==> config.mk <==
export PLATFORM = sky130hd
export DESIGN_NAME = uart_cmd_ctrl
export DESIGN_NICKNAME = d
export VERILOG_FILES = /design/src/rtl/lotr_pkg.sv /design/src/rtl/uart_cmd_tx_ser.sv /design/src/rtl/uart_cmd_ctrl.sv
export SDC_FILE = /design/constraint.sdc
export NUM_CORES = 1
export LEC_CHECK = 0
export BUFFER_PORTS_ARGS = -buffer_cell sky130_fd_sc_hd__buf_2
export CAP_MARGIN = 30
export CORE_MARGIN = 4
export CORE_UTILIZATION = 40
export CTS_CLUSTER_SIZE = 20
export DETAILED_ROUTE_END_ITERATION = 16
export PLACE_DENSITY = 0.61
export SETUP_SLACK_MARGIN = 0.2
export SYNTH_ARGS = -nofsm -noshare
export SYNTH_HDL_FRONTEND = slang
export SYNTH_SLANG_ARGS = --single-unit
==> constraint.sdc <==
create_clock -name QClk -period 5.1 [get_ports QClk]
set_clock_uncertainty 0.1 [all_clocks]
set_input_delay 0.765 -clock QClk [delete_from_list [all_inputs] [get_ports QClk]]
set_output_delay 0.765 -clock QClk [all_outputs]
set_load 0.05 [all_outputs]
==> src/rtl/lotr_pkg.sv <==
// -----------------------------------------------------------------------------
// lotr_pkg
//   Shared types and constants for the UART command controller.
//
//   t_opcode    : fabric request/response opcode (RD, WR, RD_RSP, WR_RSP)
//   t_cmd_state : command FSM state
//   CMD_*       : ASCII command bytes accepted on the RX path
//   RPL_*       : ASCII single-byte replies sent on the TX path
//   REPLY_LEN_* : reply lengths handed to the TX serializer
// -----------------------------------------------------------------------------
package lotr_pkg;

   typedef enum logic [1:0] {
      RD     = 2'b00,
      WR     = 2'b01,
      RD_RSP = 2'b10,
      WR_RSP = 2'b11
   } t_opcode;

   typedef enum logic [2:0] {
      IDLE     = 3'd0,
      GET_ADDR = 3'd1,
      GET_DATA = 3'd2,
      ISSUE    = 3'd3,
      WAIT_RSP = 3'd4,
      SEND     = 3'd5
   } t_cmd_state;

   localparam logic [7:0] CMD_WRITE   = 8'h57;  // 'W'
   localparam logic [7:0] CMD_READ    = 8'h52;  // 'R'
   localparam logic [7:0] RPL_ACK     = 8'h4B;  // 'K'
   localparam logic [7:0] RPL_BAD     = 8'h3F;  // '?'
   localparam logic [7:0] RPL_TIMEOUT = 8'h54;  // 'T'

   localparam logic [2:0] REPLY_LEN_BYTE = 3'd1;
   localparam logic [2:0] REPLY_LEN_WORD = 3'd4;

   // The serializer always sends from bits [31:24] downwards, so a
   // single-byte reply sits in the top lane.
   function automatic logic [31:0] single_byte_reply(input logic [7:0] b);
      return {b, 24'h000000};
   endfunction

endpackage

==> src/rtl/uart_cmd_tx_ser.sv <==
// -----------------------------------------------------------------------------
// uart_cmd_tx_ser
//   Reply serializer: loads a 1..4 byte reply and hands it to the UART TX
//   path one byte at a time, most significant byte first.
//
//   clk       in   clock, rising edge
//   rst_n     in   asynchronous reset, active low
//   load      in   one-cycle strobe: capture load_word/load_len and start
//   load_word in   reply bytes, first byte in [31:23+1]
//   load_len  in   number of bytes to send (1..4)
//   tx_ready  in   UART TX can accept the byte on tx_data
//   tx_valid  out  byte on tx_data is valid
//   tx_data   out  current reply byte
//   done      out  combinational pulse on the handshake of the last byte
//
//   tx_valid rises the cycle after load and drops the cycle after the
//   last handshake.
// -----------------------------------------------------------------------------
module uart_cmd_tx_ser (
   input  logic        clk,
   input  logic        rst_n,
   input  logic        load,
   input  logic [31:0] load_word,
   input  logic [2:0]  load_len,
   input  logic        tx_ready,
   output logic        tx_valid,
   output logic [7:0]  tx_data,
   output logic        done
);

   logic [7:0]  lane [4];
   logic        tx_valid_reg;
   logic [7:0]  tx_data_reg;
   logic [23:0] pend_reg;     // bytes still to send after tx_data_reg
   logic [1:0]  remain_reg;   // count of bytes in pend_reg, never above 3
   logic        handshake;

   genvar gi;
   generate
      for (gi = 0; gi < 4; gi++) begin : g_lane
         assign lane[gi] = load_word[31 - 8*gi -: 8];
      end
   endgenerate

   assign handshake = tx_valid_reg && tx_ready;
   assign done      = handshake && (remain_reg == 2'd0);
   assign tx_valid  = tx_valid_reg;
   assign tx_data   = tx_data_reg;

   always_ff @(posedge clk or negedge rst_n) begin
      if (!rst_n) begin
         tx_valid_reg <= 1'b0;
         tx_data_reg  <= 8'h00;
         pend_reg     <= 24'h000000;
         remain_reg   <= 2'd0;
      end else if (load) begin
         tx_valid_reg <= 1'b1;
         tx_data_reg  <= lane[0];
         pend_reg     <= {lane[1], lane[2], lane[3]};
         remain_reg   <= 2'(load_len - 3'd1);
      end else if (handshake) begin
         if (remain_reg == 2'd0) begin
            tx_valid_reg <= 1'b0;
            tx_data_reg  <= 8'h00;
         end else begin
            tx_data_reg <= pend_reg[23:16];
            pend_reg    <= {pend_reg[15:0], 8'h00};
            remain_reg  <= remain_reg - 2'd1;
         end
      end
   end

endmodule

==> src/rtl/uart_cmd_ctrl.sv <==
// -----------------------------------------------------------------------------
// uart_cmd_ctrl
//   Turns ASCII commands received over a UART into fabric requests and
//   sends the result back over the UART.
//
//     'W' a3 a2 a1 a0 d3 d2 d1 d0  -> WR request, reply 'K'
//     'R' a3 a2 a1 a0              -> RD request, reply 4 data bytes MSB first
//     any other first byte         -> reply '?'
//
//   Parameters
//     THREAD_ID       thread ID driven on every request
//     TIMEOUT_CYCLES  read-response wait limit (only with the macro below)
//
//   Build option
//     UART_CMD_TIMEOUT_EN : when defined, a read that gets no RD_RSP within
//                           TIMEOUT_CYCLES cycles is answered with 'T'.
//                           When undefined, reads wait indefinitely.
//
//   Ports
//     QClk, RstQnnnL            clock (rising edge), async active-low reset
//     RxValid, RxData           received byte (one-cycle pulse)
//     TxValid, TxData, TxReady  reply byte handshake toward UART TX
//     C2F_Req*Q500H             fabric request
//     C2F_Rsp*Q502H             fabric response
//     C2F_RspStall              request backpressure (accept when low)
//     CmdBusy                   high whenever the FSM is not IDLE
//     RxDropped                 one-cycle pulse per byte discarded while
//                               issuing, waiting or replying
// -----------------------------------------------------------------------------
module uart_cmd_ctrl
   import lotr_pkg::*;
#(
   parameter logic [1:0]  THREAD_ID      = 2'd0,
   parameter logic [31:0] TIMEOUT_CYCLES = 32'd100000
) (
   input  logic        QClk,
   input  logic        RstQnnnL,
   input  logic        RxValid,
   input  logic [7:0]  RxData,
   output logic        TxValid,
   output logic [7:0]  TxData,
   input  logic        TxReady,
   output logic        C2F_ReqValidQ500H,
   output t_opcode     C2F_ReqOpcodeQ500H,
   output logic [31:0] C2F_ReqAddressQ500H,
   output logic [31:0] C2F_ReqDataQ500H,
   output logic [1:0]  C2F_ReqThreadIDQ500H,
   input  logic        C2F_RspValidQ502H,
   input  t_opcode     C2F_RspOpcodeQ502H,
   input  logic [31:0] C2F_RspDataQ502H,
   input  logic        C2F_RspStall,
   output logic        CmdBusy,
   output logic        RxDropped
);

   t_cmd_state  state_reg;
   logic [1:0]  byte_cnt_reg;
   logic [31:0] addr_reg;
   logic [31:0] data_reg;
   t_opcode     opcode_reg;
   logic        req_valid_reg;
   logic [1:0]  tid_reg;
   logic        busy_reg;
   logic        rx_dropped_reg;

   logic        rx_is_cmd;
   logic        rd_rsp_hit;
   logic        req_accept;
   logic        ser_load;
   logic [31:0] ser_word;
   logic [2:0]  ser_len;
   logic        ser_done;
   logic        timeout_hit;

   assign rx_is_cmd  = (RxData == CMD_WRITE) || (RxData == CMD_READ);
   assign rd_rsp_hit = C2F_RspValidQ502H && (C2F_RspOpcodeQ502H == RD_RSP);
   // req_valid_reg is only ever high in ISSUE.
   assign req_accept = req_valid_reg && !C2F_RspStall;

`ifdef UART_CMD_TIMEOUT_EN
   // Cycles spent in WAIT_RSP; restarts from 0 on every entry.
   logic [31:0] wait_cnt_reg;

   assign timeout_hit = (wait_cnt_reg == (TIMEOUT_CYCLES - 32'd1));

   always_ff @(posedge QClk or negedge RstQnnnL) begin
      if (!RstQnnnL) begin
         wait_cnt_reg <= 32'd0;
      end else if (state_reg == WAIT_RSP) begin
         wait_cnt_reg <= wait_cnt_reg + 32'd1;
      end else begin
         wait_cnt_reg <= 32'd0;
      end
   end
`else
   assign timeout_hit = 1'b0;
`endif

   // Every event that enters SEND loads the serializer in the same cycle,
   // so TxValid rises on the very next cycle.
   always_comb begin
      ser_load = 1'b0;
      ser_word = 32'h0000_0000;
      ser_len  = REPLY_LEN_BYTE;
      case (state_reg)
         IDLE: begin
            if (RxValid && !rx_is_cmd) begin
               ser_load = 1'b1;
               ser_word = single_byte_reply(RPL_BAD);
            end
         end
         ISSUE: begin
            if (req_accept && (opcode_reg == WR)) begin
               ser_load = 1'b1;
               ser_word = single_byte_reply(RPL_ACK);
            end
         end
         WAIT_RSP: begin
            if (rd_rsp_hit) begin
               ser_load = 1'b1;
               ser_word = C2F_RspDataQ502H;
               ser_len  = REPLY_LEN_WORD;
            end else if (timeout_hit) begin
               ser_load = 1'b1;
               ser_word = single_byte_reply(RPL_TIMEOUT);
            end
         end
         default: begin
         end
      endcase
   end

   always_ff @(posedge QClk or negedge RstQnnnL) begin
      if (!RstQnnnL) begin
         state_reg      <= IDLE;
         byte_cnt_reg   <= 2'd0;
         addr_reg       <= 32'h0000_0000;
         data_reg       <= 32'h0000_0000;
         opcode_reg     <= RD;
         req_valid_reg  <= 1'b0;
         tid_reg        <= 2'd0;
         busy_reg       <= 1'b0;
         rx_dropped_reg <= 1'b0;
      end else begin
         rx_dropped_reg <= RxValid && ((state_reg == ISSUE) ||
                                       (state_reg == WAIT_RSP) ||
                                       (state_reg == SEND));
         case (state_reg)
            IDLE: begin
               if (RxValid) begin
                  // Every byte in IDLE leaves IDLE: either a command or a '?' reply.
                  busy_reg     <= 1'b1;
                  byte_cnt_reg <= 2'd0;
                  if (rx_is_cmd) begin
                     opcode_reg <= (RxData == CMD_WRITE) ? WR : RD;
                     // Clearing data here makes a read carry data 0.
                     addr_reg   <= 32'h0000_0000;
                     data_reg   <= 32'h0000_0000;
                     state_reg  <= GET_ADDR;
                  end else begin
                     state_reg  <= SEND;
                  end
               end
            end
            GET_ADDR: begin
               if (RxValid) begin
                  addr_reg <= {addr_reg[23:0], RxData};
                  if (byte_cnt_reg == 2'd3) begin
                     byte_cnt_reg <= 2'd0;
                     if (opcode_reg == WR) begin
                        state_reg <= GET_DATA;
                     end else begin
                        state_reg     <= ISSUE;
                        req_valid_reg <= 1'b1;
                        tid_reg       <= THREAD_ID;
                     end
                  end else begin
                     byte_cnt_reg <= byte_cnt_reg + 2'd1;
                  end
               end
            end
            GET_DATA: begin
               if (RxValid) begin
                  data_reg <= {data_reg[23:0], RxData};
                  if (byte_cnt_reg == 2'd3) begin
                     byte_cnt_reg  <= 2'd0;
                     state_reg     <= ISSUE;
                     req_valid_reg <= 1'b1;
                     tid_reg       <= THREAD_ID;
                  end else begin
                     byte_cnt_reg <= byte_cnt_reg + 2'd1;
                  end
               end
            end
            ISSUE: begin
               // Payload registers do not change here, so they stay
               // stable for as long as stall holds the request.
               if (!C2F_RspStall) begin
                  req_valid_reg <= 1'b0;
                  state_reg     <= (opcode_reg == WR) ? SEND : WAIT_RSP;
               end
            end
            WAIT_RSP: begin
               if (ser_load) begin
                  state_reg <= SEND;
               end
            end
            SEND: begin
               if (ser_done) begin
                  state_reg <= IDLE;
                  busy_reg  <= 1'b0;
               end
            end
            default: begin
               state_reg <= IDLE;
            end
         endcase
      end
   end

   uart_cmd_tx_ser u_tx_ser (
      .clk       (QClk),
      .rst_n     (RstQnnnL),
      .load      (ser_load),
      .load_word (ser_word),
      .load_len  (ser_len),
      .tx_ready  (TxReady),
      .tx_valid  (TxValid),
      .tx_data   (TxData),
      .done      (ser_done)
   );

   assign C2F_ReqValidQ500H    = req_valid_reg;
   assign C2F_ReqOpcodeQ500H   = opcode_reg;
   assign C2F_ReqAddressQ500H  = addr_reg;
   assign C2F_ReqDataQ500H     = data_reg;
   assign C2F_ReqThreadIDQ500H = tid_reg;
   assign CmdBusy              = busy_reg;
   assign RxDropped            = rx_dropped_reg;

endmodule

==> results.txt <==
Core area -> 0.01103 sq mm
CP Launch Type -> register
Sequential Area -> 0.002703 sq mm
H-Tree Depth -> 3
Later-pin clock latency in the skew report -> 0.34 ns
Synthesized flop and latch total -> 108
Xor/xnor share of the synthesized area -> 0.005724
Clock power frac -> 0.277
Largest family of logic cells by synthesized area -> compound AO/OA/AOI/OAI gates
Slowest stage delay, CP -> 0.90 ns
Number of synthesized flops with an enable pin -> 0
CTS clock-pin slew for the worst setup and hold paths -> 0.07 ns
Critical Path Fanout Max -> 28
Footprint of the multi-input gates -> 0.001705 sq mm
Tightest Pin Transition -> 1.050 ns
Sw power -> 0.001037 W
Full die area -> 0.01325 sq mm
Dominant synthesized flop cell -> dfrtp_1
Die X -> 115.1 microns
First-pass GRT wire length -> 17680 microns
Setup bufs post-CTS -> 0
Final Core Density -> 0.5092
Sw frac -> 0.3739
Synth unique cells -> 45
CP Class -> reg -> reg
GP Congestion -> 0.7719
Reg-to-reg endpoint -> u_tx_ser.pend_reg[7]
Worst path slowest cell -> or2_1
TritonCTS clock tree -> built
Final WL -> 11110 microns
Setup WS pre-CTS -> 1.821 ns
WL/cell -> 17.23 microns
# Max-Cap Violations -> 0
VDD IR max -> 0.2941 mV
Drt drc -> 0
Seq/Total Area, Yosys -> 0.5887
Final Max Slew Viols -> 0
Mapped Area -> 0.004591 sq mm
Logic pwr share -> 0.298
Flop-to-flop setup slack -> 2.03 ns
Via density -> 5.495
RSZ-0062 raised after global routing -> false
I/O Pins -> 128
Via count -> 3544
Final Cycle Share -> 0.6025
CTS Hold Buffers Added -> 0
# diodes -> 0
Hold slack -> 0.2153 ns
Async S/R FF share, synth -> 1.000
Worst min-delay path category -> in -> async
Largest net degree at the start of global routing -> 61
Starting Density -> 0.4162
Post-Synth Simple-Gate Area -> 0.1014
Outcome -> finished, final reports clean
Pwr Density -> 493.8 mW/mm^2
Fmax -> 325.5 MHz
Number of DRC markers in iteration 0 -> 302
Top layer in use -> met4
Die Ht -> 115.1 microns
Routed Antenna Nets -> 0
Tot Pwr -> 0.002773 W
Post-Syn Instances -> 392
Count of final setup violators -> 0
Initial antenna violation count -> 0
Crit. End Element -> register
Min setup slack post-route -> 2.027 ns
TNS Setup -> 0 ns
Register share of total power -> 0.425
Vias in the first global route -> 3368
Post-synthesis compound-gate area fraction -> 0.2145
Placed wire-length estimate -> 7596 microns
Crit path required time -> 5.19 ns
Met2 WL -> 5068 microns
Final Critical Period -> 3.073 ns
Cells on worst reg2reg path -> 4
Share of cells above drive strength 1 -> 0.3010
# clock sinks -> 108
Clock buffer depth -> 2
Rows -> 38
Root Driver -> clkbuf_16
Adder-cell share of the synthesized area -> 0.002726
FILL cells -> 981
Worst flop-to-flop path startpoint -> state_reg[0]
P_int -> 0.001737 W
Met1 WL -> 5201 microns
Slew margin rel. -> 0.3000
PortBufs -> 124
Yosys warning count -> 0
Critical Path AT -> 3.16 ns
Fin. Hold Viols -> 0
Area grow syn2layout -> 22.35%
Leak -> 2.872 nW
Mux contribution to synthesized area -> 0.04143
Final global-route overflow total -> 0
Post-CTS sizing -> 0
Final net count -> 549
GRT Util Overall -> 0.1675
Average size of a mapped cell -> 11.71 sq um
Total length of routed met3 wires -> 701 microns
CTS buffer count -> 9
First drt pass iteration count -> 4
Cells along the critical path -> or4b_1 -> a31oi_1 -> or2_1 -> o21ai_1
-- stage by stage --
stage / area (sq um) / instances
final: 5617 / 645
after global routing: 5617 / 645
after CTS: 5617 / 645
after detailed placement: 5286 / 629
after global placement: 5259 / 628
after floorplan: 4598 / 394
-- kinds of logic (layout without fill, tap and decap cells) --
kind of cell | Yosys count | in the layout
other cells | 1 | 3
mux | 19 | 19
fa+ha+maj | 1 | 1
flops | 108 | 108
simple gates | 88 | 88
compound gates | 133 | 133
buf+inv | 39 | 150
xor+xnor | 3 | 3
-- synth_stat cells (2+ instances only) --
| library cell | n | area (sq um) |
|---|---|---|
| a21oi_1 | 20 | 100.1 |
| a221oi_1 | 3 | 26.28 |
| a22o_1 | 64 | 560.5 |
| a22oi_1 | 2 | 15.01 |
| a31oi_1 | 2 | 12.51 |
| and2_1 | 2 | 12.51 |
| buf_1 | 2 | 7.510 |
| buf_2 | 14 | 70.07 |
| buf_4 | 7 | 52.55 |
| buf_6 | 2 | 22.52 |
| clkbuf_1 | 10 | 37.54 |
| dfrtp_1 | 108 | 2703 |
| inv_1 | 4 | 15.01 |
| mux2i_1 | 19 | 190.2 |
| nand2_1 | 30 | 112.6 |
| nand2b_1 | 5 | 31.28 |
| nand3_1 | 12 | 60.06 |
| nand3b_1 | 2 | 15.01 |
| nor2_1 | 12 | 45.04 |
| nor2b_1 | 4 | 25.02 |
| nor3_1 | 2 | 10.01 |
| nor3b_1 | 2 | 15.01 |
| nor4_1 | 3 | 18.77 |
| o21a_1 | 3 | 22.52 |
| o21ai_0 | 8 | 40.04 |
| o21ai_1 | 10 | 50.05 |
| o31ai_1 | 19 | 142.6 |
| or4_1 | 3 | 22.52 |
| xnor2_1 | 2 | 17.52 |
-- how the worst max path moves through the flow --
stage	from	endpoint	slack (ns)
6_report	state_reg[0]	u_tx_ser.pend_reg[7]	2.03
5_1_grt	state_reg[2]	u_tx_ser.remain_reg[0]	1.83
4_1_cts	state_reg[2]	u_tx_ser.pend_reg[17]	2.05
3_5_place_dp	RxValid	u_tx_ser.pend_reg[13]	1.82
3_3_place_gp	RxValid	u_tx_ser.pend_reg[13]	1.92
2_1_floorplan	C2F_RspStall	u_tx_ser.pend_reg[10]	2.98
-- cell usage in the layout, fill, tap and decap left out, drive strengths merged, types with 2 or more instances in the layout --
| cell | count |
|---|---|
| buf | 130 |
| dfrtp | 108 |
| a22o | 64 |
| nand2 | 30 |
| a21oi | 20 |
| mux2i | 19 |
| o31ai | 19 |
| o21ai | 18 |
| nor2 | 12 |
| nand3 | 12 |
| clkbuf | 9 |
| inv | 8 |
| nand2b | 5 |
| nor2b | 4 |
| o21a | 3 |
| or4 | 3 |
| nor4 | 3 |
| a221oi | 3 |
| conb | 3 |
| nor3b | 3 |
| xnor2 | 2 |
| a31oi | 2 |
| nand3b | 2 |
| nor3 | 2 |
| and2 | 2 |
| a22oi | 2 |
| bufinv | 2 |
| or2 | 2 |
-- power by group through the flow --
stage | Clock, W | Combinational (W) | Sequential [W]
floorplan | 0 | 0.000314 | 0.00148
global placement | 0 | 0.000819 | 0.00119
detailed placement | 0 | 0.000834 | 0.00120
CTS | 0.000789 | 0.000836 | 0.00118
global route | 0.000824 | 0.000891 | 0.00120
finish | 0.000768 | 0.000827 | 0.00118
-- per-layer routing --
metal | track usage | vias to the layer above
met4 | 0.04930 | 0
li1 | - | 1676
met3 | 0.04421 | 12
met1 | 0.2378 | 1756
met5 | 0 | -
met2 | 0.2539 | 100
-- worst max-delay path: cells and delay by family, from the launching register on --
kind / cells / cell delay [ns]
flops: 1 / 0.56
compound gates: 2 / 0.78
simple gates: 2 / 1.46
-- area by class of cell --
type / count / area share
well taps: 140 / 0.03119
inverters: 4 / 0.002673
flip-flops and latches: 108 / 0.4812
clock buffers: 9 / 0.04010
multi-input cells: 247 / 0.3036
repair buffers: 130 / 0.1225
clock inverters: 7 / 0.01871
Power figures use the tool's default switching activity.
